`config.mk`:
```
export PLATFORM = sky130hd
export DESIGN_NAME = wb_port_arbiter
export DESIGN_NICKNAME = d
export VERILOG_FILES = /design/src/rtl/wb_port_arbiter.sv
export SDC_FILE = /design/constraint.sdc
export NUM_CORES = 1
export LEC_CHECK = 0
export CORE_ASPECT_RATIO = 0.75
export CORE_MARGIN = 2
export CORE_UTILIZATION = 50
export CTS_CLUSTER_SIZE = 14
export DETAILED_ROUTE_END_ITERATION = 8
export MAX_ROUTING_LAYER = met4
export PLACE_DENSITY = 0.81
export SETUP_SLACK_MARGIN = 0.2
export SLEW_MARGIN = 10
export SYNTH_ARGS = -nofsm -noshare
export SYNTH_HDL_FRONTEND = slang
export SYNTH_SLANG_ARGS = --single-unit
```
`constraint.sdc`:
```
create_clock -name clk -period 2.55 [get_ports clk]
set_input_delay 0.3825 -clock clk [delete_from_list [all_inputs] [get_ports clk]]
set_output_delay 0.3825 -clock clk [all_outputs]
set_load 0.005 [all_outputs]
```
`src/rtl/wb_port_arbiter.sv`:
```
// wb_port_arbiter
//   Shares the register-file write port between the in-order pipeline
//   write-back path and an out-of-order multiply/divide unit (MDU).
//   MDU results are buffered in a small FIFO and drained into idle write
//   slots. A starvation counter forces a drain, stalling the pipeline write,
//   once the FIFO has waited STARVE_LIMIT consecutive cycles.
//
// Ports
//   clk, reset           clock (rising edge), asynchronous active-low reset
//   pipe_we/rd/wdata     pipeline write-back request
//   pipe_stall           pipeline must hold its request (combinational)
//   mdu_valid/rd/wdata   MDU result
//   mdu_ready            FIFO not full (combinational)
//   rf_we/waddr/wdata    registered register-file write port
//   mdu_pending          bit i set while any buffered result targets x<i>
module wb_port_arbiter #(
    parameter int unsigned XLEN         = 64,
    parameter int unsigned FIFO_DEPTH   = 2,
    parameter int unsigned STARVE_LIMIT = 4
) (
    input  logic            clk,
    input  logic            reset,
    input  logic            pipe_we,
    input  logic [4:0]      pipe_rd,
    input  logic [XLEN-1:0] pipe_wdata,
    output logic            pipe_stall,
    input  logic            mdu_valid,
    input  logic [4:0]      mdu_rd,
    input  logic [XLEN-1:0] mdu_wdata,
    output logic            mdu_ready,
    output logic            rf_we,
    output logic [4:0]      rf_waddr,
    output logic [XLEN-1:0] rf_wdata,
    output logic [31:0]     mdu_pending
);

    localparam int unsigned IW = $clog2(FIFO_DEPTH);
    localparam int unsigned PW = IW + 1;
    localparam int unsigned SW = $clog2(STARVE_LIMIT + 1);

    logic [PW-1:0]   wr_ptr_q, wr_ptr_d;
    logic [PW-1:0]   rd_ptr_q, rd_ptr_d;
    logic [4:0]      ent_rd_q   [FIFO_DEPTH];
    logic [4:0]      ent_rd_d   [FIFO_DEPTH];
    logic [XLEN-1:0] ent_data_q [FIFO_DEPTH];
    logic [XLEN-1:0] ent_data_d [FIFO_DEPTH];
    logic [SW-1:0]   starve_cnt_q, starve_cnt_d;
    logic            rf_we_q, rf_we_d;
    logic [4:0]      rf_waddr_q, rf_waddr_d;
    logic [XLEN-1:0] rf_wdata_q, rf_wdata_d;

    logic            empty, full, push;
    logic            pipe_req, fifo_req, forced;
    logic            grant_fifo, grant_pipe;
    logic [IW-1:0]   head_idx, wr_idx, off;
    logic [PW-1:0]   count;

    always_comb begin
        empty      = (wr_ptr_q == rd_ptr_q);
        full       = (wr_ptr_q[IW-1:0] == rd_ptr_q[IW-1:0]) &&
                     (wr_ptr_q[IW] != rd_ptr_q[IW]);
        mdu_ready  = !full;
        push       = mdu_valid && !full;
        pipe_req   = pipe_we && (pipe_rd != 5'd0);
        fifo_req   = !empty;
        forced     = fifo_req && (starve_cnt_q == SW'(STARVE_LIMIT));
        grant_fifo = forced || (fifo_req && !pipe_req);
        grant_pipe = pipe_req && !forced;
        pipe_stall = forced && pipe_req;
        head_idx   = rd_ptr_q[IW-1:0];
        wr_idx     = wr_ptr_q[IW-1:0];
        count      = wr_ptr_q - rd_ptr_q;
    end

    // Pending mask: an entry is live when its distance from the head is
    // below the occupancy; x0 never needs tracking.
    always_comb begin
        mdu_pending = '0;
        off         = '0;
        for (int unsigned i = 0; i < FIFO_DEPTH; i++) begin
            off = IW'(i) - head_idx;
            if (PW'(off) < count) begin
                mdu_pending[ent_rd_q[i]] = 1'b1;
            end
        end
        mdu_pending[0] = 1'b0;
    end

    always_comb begin
        ent_rd_d   = ent_rd_q;
        ent_data_d = ent_data_q;
        wr_ptr_d   = wr_ptr_q;
        rd_ptr_d   = rd_ptr_q;
        if (push) begin
            ent_rd_d[wr_idx]   = mdu_rd;
            ent_data_d[wr_idx] = mdu_wdata;
            wr_ptr_d           = wr_ptr_q + PW'(1);
        end
        if (grant_fifo) begin
            rd_ptr_d = rd_ptr_q + PW'(1);
        end
    end

    // A head entry targeting x0 still consumes the slot but writes nothing.
    always_comb begin
        rf_we_d    = 1'b0;
        rf_waddr_d = rf_waddr_q;
        rf_wdata_d = rf_wdata_q;
        if (grant_fifo) begin
            rf_we_d    = (ent_rd_q[head_idx] != 5'd0);
            rf_waddr_d = ent_rd_q[head_idx];
            rf_wdata_d = ent_data_q[head_idx];
        end else if (grant_pipe) begin
            rf_we_d    = 1'b1;
            rf_waddr_d = pipe_rd;
            rf_wdata_d = pipe_wdata;
        end
    end

    always_comb begin
        starve_cnt_d = starve_cnt_q;
        if (grant_fifo || empty) begin
            starve_cnt_d = '0;
        end else if (grant_pipe && (starve_cnt_q != SW'(STARVE_LIMIT))) begin
            starve_cnt_d = starve_cnt_q + SW'(1);
        end
    end

    always_ff @(posedge clk or negedge reset) begin
        if (!reset) begin
            wr_ptr_q     <= '0;
            rd_ptr_q     <= '0;
            starve_cnt_q <= '0;
            rf_we_q      <= 1'b0;
            rf_waddr_q   <= '0;
            rf_wdata_q   <= '0;
            for (int unsigned i = 0; i < FIFO_DEPTH; i++) begin
                ent_rd_q[i]   <= '0;
                ent_data_q[i] <= '0;
            end
        end else begin
            wr_ptr_q     <= wr_ptr_d;
            rd_ptr_q     <= rd_ptr_d;
            starve_cnt_q <= starve_cnt_d;
            rf_we_q      <= rf_we_d;
            rf_waddr_q   <= rf_waddr_d;
            rf_wdata_q   <= rf_wdata_d;
            ent_rd_q     <= ent_rd_d;
            ent_data_q   <= ent_data_d;
        end
    end

    assign rf_we    = rf_we_q;
    assign rf_waddr = rf_waddr_q;
    assign rf_wdata = rf_wdata_q;

endmodule

```
==> impl_metrics.json, run 1 <==
{
  "synth-simple-area-share_pct": 6.42,
  "total_power_mw": 19.0,
  "drt-pass1-iter-count": 7,
  "synth_edf_count": 0,
  "crit_arrival_ns": 2.31,
  "cp-start-kind": "flop",
  "synth_nets": 889,
  "cp_slowest_stage_delay_ns": 0.44,
  "synthFlopType": "dfrtp_1",
  "drive_gt1_share_pct": 31.7,
  "criticalPathCategory": "reg2out",
  "synth_top_family_by_area": "multiplexers",
  "timing.hold.ws_ns": 0.463,
  "netlist_area_um2": 9840,
  "synthAdderAreaFrac_pct": 0.636,
  "peakVddDrop_mv": 0.699,
  "area_growth_pct": 40.4,
  "final_cell_mix": "214 x dfrtp_1, 210 x clkdlybuf4s50_1, 142 x mux2_2",
  "layout_commonest_cell": "dfrtp_1",
  "slew_violations": 0,
  "slowest_stage": "or3b_4",
  "hold_viol": 0,
  "num_vias": 7454,
  "crit_path_end_kind": "primary output",
  "nNetsFinal": 1149,
  "grt_pass1_wl_um": 41900,
  "h-tree-depth": 1,
  "drv_cap": 0,
  "power_frac_comb_pct": 48.1,
  "ys_seq_elements": 215,
  "post-route-period-util_pct": 106,
  "ys_warn_count": 0,
  "clock_latency_ns": 0.50,
  "antenna_cells": 0,
  "rows": 44,
  "synth-compound-area-share_pct": 10.9,
  "num-fill-cells": 1315,
  "gp_congestion": 0.924,
  "p_sw_share_pct": 34.3,
  "ys_types": 40,
  "viasPerCell": 5.87,
  "leakage_nw": 5.74,
  "dieArea_um2": 20800,
  "drt_wl_total_um": 26400,
  "p_clk_share_pct": 18.6,
  "die_x_um": 166,
  "finalCriticalPeriod_ns": 2.69,
  "root_buffer": "clkbuf_16",
  "power_density_nw_per_um2": 1370,
  "drtIter0Drc": 490,
  "design.portCount": 246,
  "path_max_fanout": 7,
  "antenna_found_initial": 0,
  "antenna_left": 0,
  "synth-async-reset-ratio_pct": 100,
  "crit_buf_inv": 4,
  "drc": 0,
  "violations": "negative setup slack",
  "track_usage_pct": 25.5,
  "syn_area_per_cell_um2": 13.3,
  "synth-xor-area-share_pct": 0.610,
  "io_buffers": 244,
  "clkSlewWorstSetupHoldPaths_ns": 0.06,
  "grt_pass1_vias": 7780,
  "seqPwrFrac_pct": 33.4,
  "synth_mux_area_share_pct": 23.3,
  "die_h_um": 126,
  "cts_buffers": 22,
  "net-switching-power_mw": 6.52,
  "hp-class": "in2async",
  "cp_cell_sequence": "inv_2, ha_4, inv_4, ha_4, nor2_4, or3b_4, buf_6, o22ai_1, buf_2",
  "ys_seq_area_share_pct": 54.7,
  "clock-skew-final_ns": 0.00895,
  "syn_inst": 742,
  "tightestPinTransition_ns": 0.635,
  "crit_family": "simple AND/OR/NAND/NOR gates",
  "timing.final.ws_setup_ns": -0.141,
  "p_int_mw": 12.5,
  "cpMostUsedCell": "ha_4",
  "wire_per_inst_um": 20.7,
  "cts_tree": "built",
  "core_um2": 19300,
  "cts.sinks": 215,
  "initial_utilization_pct": 50.9,
  "grt_start_max_net_pins": 75,
  "cts_buffer_depth": 3,
  "rsz0062_at_grt": "yes",
  "setup_violations": 14,
  "fmax_mhz": 372,
  "required_ns": 2.17,
  "outcome": "finished with violations",
  "relSlewSlack_pct": 57.7,
  "hpwl_um": 17500,
  "grt.overflow.total": 0
}
sequential cells by signal, indices dropped and copies added, names as in the netlist:
name          count
starve_cnt_q      3
ent_data_q      128
rf_waddr          5
rf_wdata         64
wr_ptr_q          2
rd_ptr_q          2
ent_rd_q         10
rf_we             1
per-layer routing:
metal	wire (µm)	part of all wire, %	GRT usage (%)	vias up
met3	1850	7.0	5.44	47
met5	0	0	-	-
met2	12100	46	39.4	283
met4	575	2.2	4.91	0
li1	-	-	-	3340
met1	11800	45	35.3	3784
cells in the mapped netlist, types with 2 or more instances:
cell | instances | area share [%]
a211oi_1 | 8 | 0.61
buf_2 | 23 | 1.2
buf_4 | 3 | 0.23
buf_6 | 6 | 0.69
clkbuf_1 | 29 | 1.1
dfrtp_1 | 215 | 55
ha_1 | 5 | 0.64
inv_1 | 7 | 0.27
mux2_2 | 142 | 16
mux2i_1 | 69 | 7.0
nand2_1 | 8 | 0.31
nand3_1 | 69 | 3.5
nand3b_1 | 7 | 0.53
nor2_1 | 12 | 0.46
nor3_1 | 5 | 0.25
nor4_1 | 6 | 0.38
o21ai_2 | 2 | 0.18
o221a_1 | 59 | 6.8
o221a_2 | 5 | 0.57
o22ai_1 | 32 | 2.0
or3_1 | 4 | 0.25
or3b_2 | 4 | 0.36
xnor2_1 | 5 | 0.44
cells by family after synthesis:
group	after synthesis
mux	211
flops	215
compound gates	115
buf+inv	69
other cells	1
xor+xnor	6
fa+ha+maj	5
simple gates	120
worst register-to-register path: cells and delay by family (launching register included):
family	cells	cell delay, ns
buffers and inverters	2	0.47
and+or+nand+nor	2	0.47
DFF	1	0.40
muxes	1	0.37
xor gates and xnor gates	1	0.17
metrics by stage:
step                      instances  worst slack [ns]  cell area [µm²]  setup TNS [ns]  utilization (%)
after floorplan                 742             0.424             9840               0                -
after global placement         1216           -0.0251            12700         -0.0722             66.0
after detailed placement       1216           -0.0871            12700          -0.467             66.0
after CTS                      1269            -0.119            13700          -0.536             70.9
after global routing           1270            -0.186            13800           -1.75             71.5
final                          1270            -0.141            13800          -0.675             71.5
final cells by class:
class                   instances  area [µm²]  share of cell area, %
well taps                     253         317                   2.29
multi-input cells             458        4410                   31.9
flip-flops and latches        215        5380                   39.0
clock inverters                12         190                   1.38
clock buffers                  27         611                   4.42
inverters                       7        28.8                  0.208
repair buffers                298        2880                   20.8
path summary, 6_finish.rpt:
check / cells past startpoint / startpoint / endpoint / slack (ns)
worst max-delay path: 9 / wr_ptr_q[0] / mdu_pending[14] / -0.14
worst min-delay path: 2 / reset / rf_wdata[37] / 0.46
worst max register to register: 6 / rd_ptr_q[1] / ent_data_q[35] / 0.56
worst min register to register: 1 / starve_cnt_q[0] / starve_cnt_q[0] / 0.47
max in group asynchronous: 3 / reset / rf_we / 1.28
min in group clk: 1 / starve_cnt_q[0] / starve_cnt_q[0] / 0.47
power by group through the flow:
stage | Sequential, mW | Clock, mW | Combinational (mW)
6_report | 6.34 | 3.52 | 9.12
2_1_floorplan | 6.03 | 0 | 5.27
3_3_place_gp | 6.24 | 0 | 8.20
5_1_grt | 6.56 | 3.73 | 9.83
4_1_cts | 6.33 | 3.59 | 8.92
3_5_place_dp | 6.33 | 0 | 8.43
timing repair:
item,4_1_cts,5_1_grt
hold buffers,1,0
gates cloned,0,0
pin swaps,19,16
hold endpoints to repair,68,0
gates resized for setup,161,18
setup endpoints to repair,33,31
setup buffers,13,1
Power figures use the tool's default switching activity.
==> inputs of run 2 (changes only) <==
ABC_CLOCK_PERIOD_IN_PS = 2550   (was unset)
==> results of run 2 <==
Final layout, timing and power as in run 1 (identical DEF).
==> RTL edit (settings of run 1) <==
`STARVE_LIMIT`: 4 -> 8.
--- a/src/rtl/wb_port_arbiter.sv
+++ b/src/rtl/wb_port_arbiter.sv
@@ -16,7 +16,7 @@
 module wb_port_arbiter #(
     parameter int unsigned XLEN         = 64,
     parameter int unsigned FIFO_DEPTH   = 2,
-    parameter int unsigned STARVE_LIMIT = 4
+    parameter int unsigned STARVE_LIMIT = 8
 ) (
     input  logic            clk,
     input  logic            reset,
Check against the original RTL: not equivalent (Yosys sat finds a counterexample within 10 cycles, from zero or initial values and one cycle with reset low).
==> RTL edit against run 1 <==
- the run still ends with setup timing left
- setup slack got worse by 0.061 ns
- area after synthesis rose by 10%
- largest cell class unchanged
- total power rose by 5.6%
- first-iteration DRC count fell by 5.9%
- final cell count rose by 12%
- cell area rose by 6.7%
- routed wire length rose by 10%
- via count rose by 7.3%
- sequential cell count rose by 1
==> RTL edit: results (changes against run 1) <==
* Status: complete, but fails checks
* Failing checks: setup timing
* Setup slack, reg-to-reg at 0.42 ns (-0.14 ns)
* Final setup margin at -0.202 ns (-0.0613 ns)
* Fin nets at 1271 (+11%)
* Mux contribution to synthesized area at 27.7% (+4.4 points)
* Crit path DAT at 2.37 ns (+0.06 ns)
* Logic pwr share at 52.1% (+4.0 points)
* Setup WS pre-CTS at -0.135 ns (-0.0483 ns)
* Via/cell ratio at 5.60 (-4.5%)
* Via count at 8001 (+7.3%)
* R2R depth at 8 (+2)
* Leakage at 6.31 nW (+10%)
* Register area share after synthesis at 49.8% (-4.9 points)
* First-pass GRT wire length at 46700 um (+12%)
* Number of distinct library cells after synthesis at 40 (unchanged)
* Number of global-route vias before repair at 8481 (+9.0%)
* Pint at 13.0 mW (+4.6%)
* Post-synthesis net count at 1020 (+15%)
* DRT Pass-1 Iters at 5 (-2)
* Initial DRC count at 461 (-5.9%)
* Worst-skew pair later-pin latency at 0.53 ns (+0.03 ns)
* Crit path max fanout at 5 (-2)
* Post-DP Area at 13700 um^2 (+7.4%)
* Maximum VDD drop at 0.749 mV (+7.2%)
* P_comb at 10.4 mW (+14%)
* Seq group at 6.25 mW (-1%)
* Num CTS Buffers at 23 (+4.5%)
* Initial antenna violation count at 2 (+2)
* Layout fillers at 1502 (+14%)
* Setup Skew at 0.0223 ns (+0.0134 ns)
* Total track usage at 26.0% (+0.47 points)
* Syn Inst Count at 873 (+18%)
* Synth Area in Compound Gates at 9.42% (-1.4 points)
* Post-Synth Adder-Cell Area at 0.576% (-0.060 points)
* Final setup violation count at 19 (+5)
* Gpl congestion at 0.915 (-0.93%)
* Leading post-synthesis cells by cell area: dfrtp_1 50%, mux2_2 20%, mux2i_1 6.1%, o211ai_2 4.4%, nand3_1 2.2%
* Worst slew pin tran at 0.642 ns (+0.00730 ns)
* Wire per inst at 20.4 um (-1.7%)
[RTL edit: cell type report]
| type | count | share of cell area, % |
|---|---|---|
| Sequential cell | 216 | 36.7 |
| Multi-Input combinational cell | 579 | 36.0 |
| Timing Repair Buffer | 297 | 19.5 |
| Clock buffer | 34 | 4.66 |
| Tap cell | 288 | 2.44 |
| Clock inverter | 5 | 0.467 |
| Inverter | 7 | 0.178 |
| Antenna cell | 2 | 0.0339 |
[RTL edit: worst max-delay path by stage]
stage | start | endpoint
after floorplan | rd_ptr_q[1] | mdu_pending[10]
after global placement | rd_ptr_q[1] | mdu_pending[10]
after detailed placement | rd_ptr_q[1] | mdu_pending[10]
after CTS | wr_ptr_q[1] | mdu_pending[10]
after global routing | rd_ptr_q[1] | mdu_pending[18]
final | rd_ptr_q[1] | mdu_pending[10]
[RTL edit: per-layer routing]
layer | GRT usage (%) | wire, um | part of all wire [%] | up-vias
met5 | - | 0 | 0 | -
met4 | 4.95 | 451 | 1.5 | 0
met3 | 6.74 | 2030 | 7.0 | 35
met2 | 40.7 | 13600 | 47 | 226
met1 | 34.5 | 13000 | 45 | 4041
li1 | - | - | - | 3699
[RTL edit: timing repair]
item / 4_1_cts / 5_1_grt
endpoints found under the setup margin: 33 / 33
endpoints found under the hold margin: 65 / 0
hold buffers: 1 / 0
pin swaps: 26 / 5
resized for setup: 161 / 17
buffers inserted: 17 / 3
[RTL edit: stage by stage]
step	hold slack (ns)	utilization (%)	setup TNS (ns)
3_5_place_dp	0.382	64.4	-1.11
2_1_floorplan	0.0869	-	0
6_report	0.397	69.4	-2.49
4_1_cts	0.411	69.0	-2.29
5_1_grt	0.432	69.4	-4.62
3_3_place_gp	0.381	64.4	-0.767
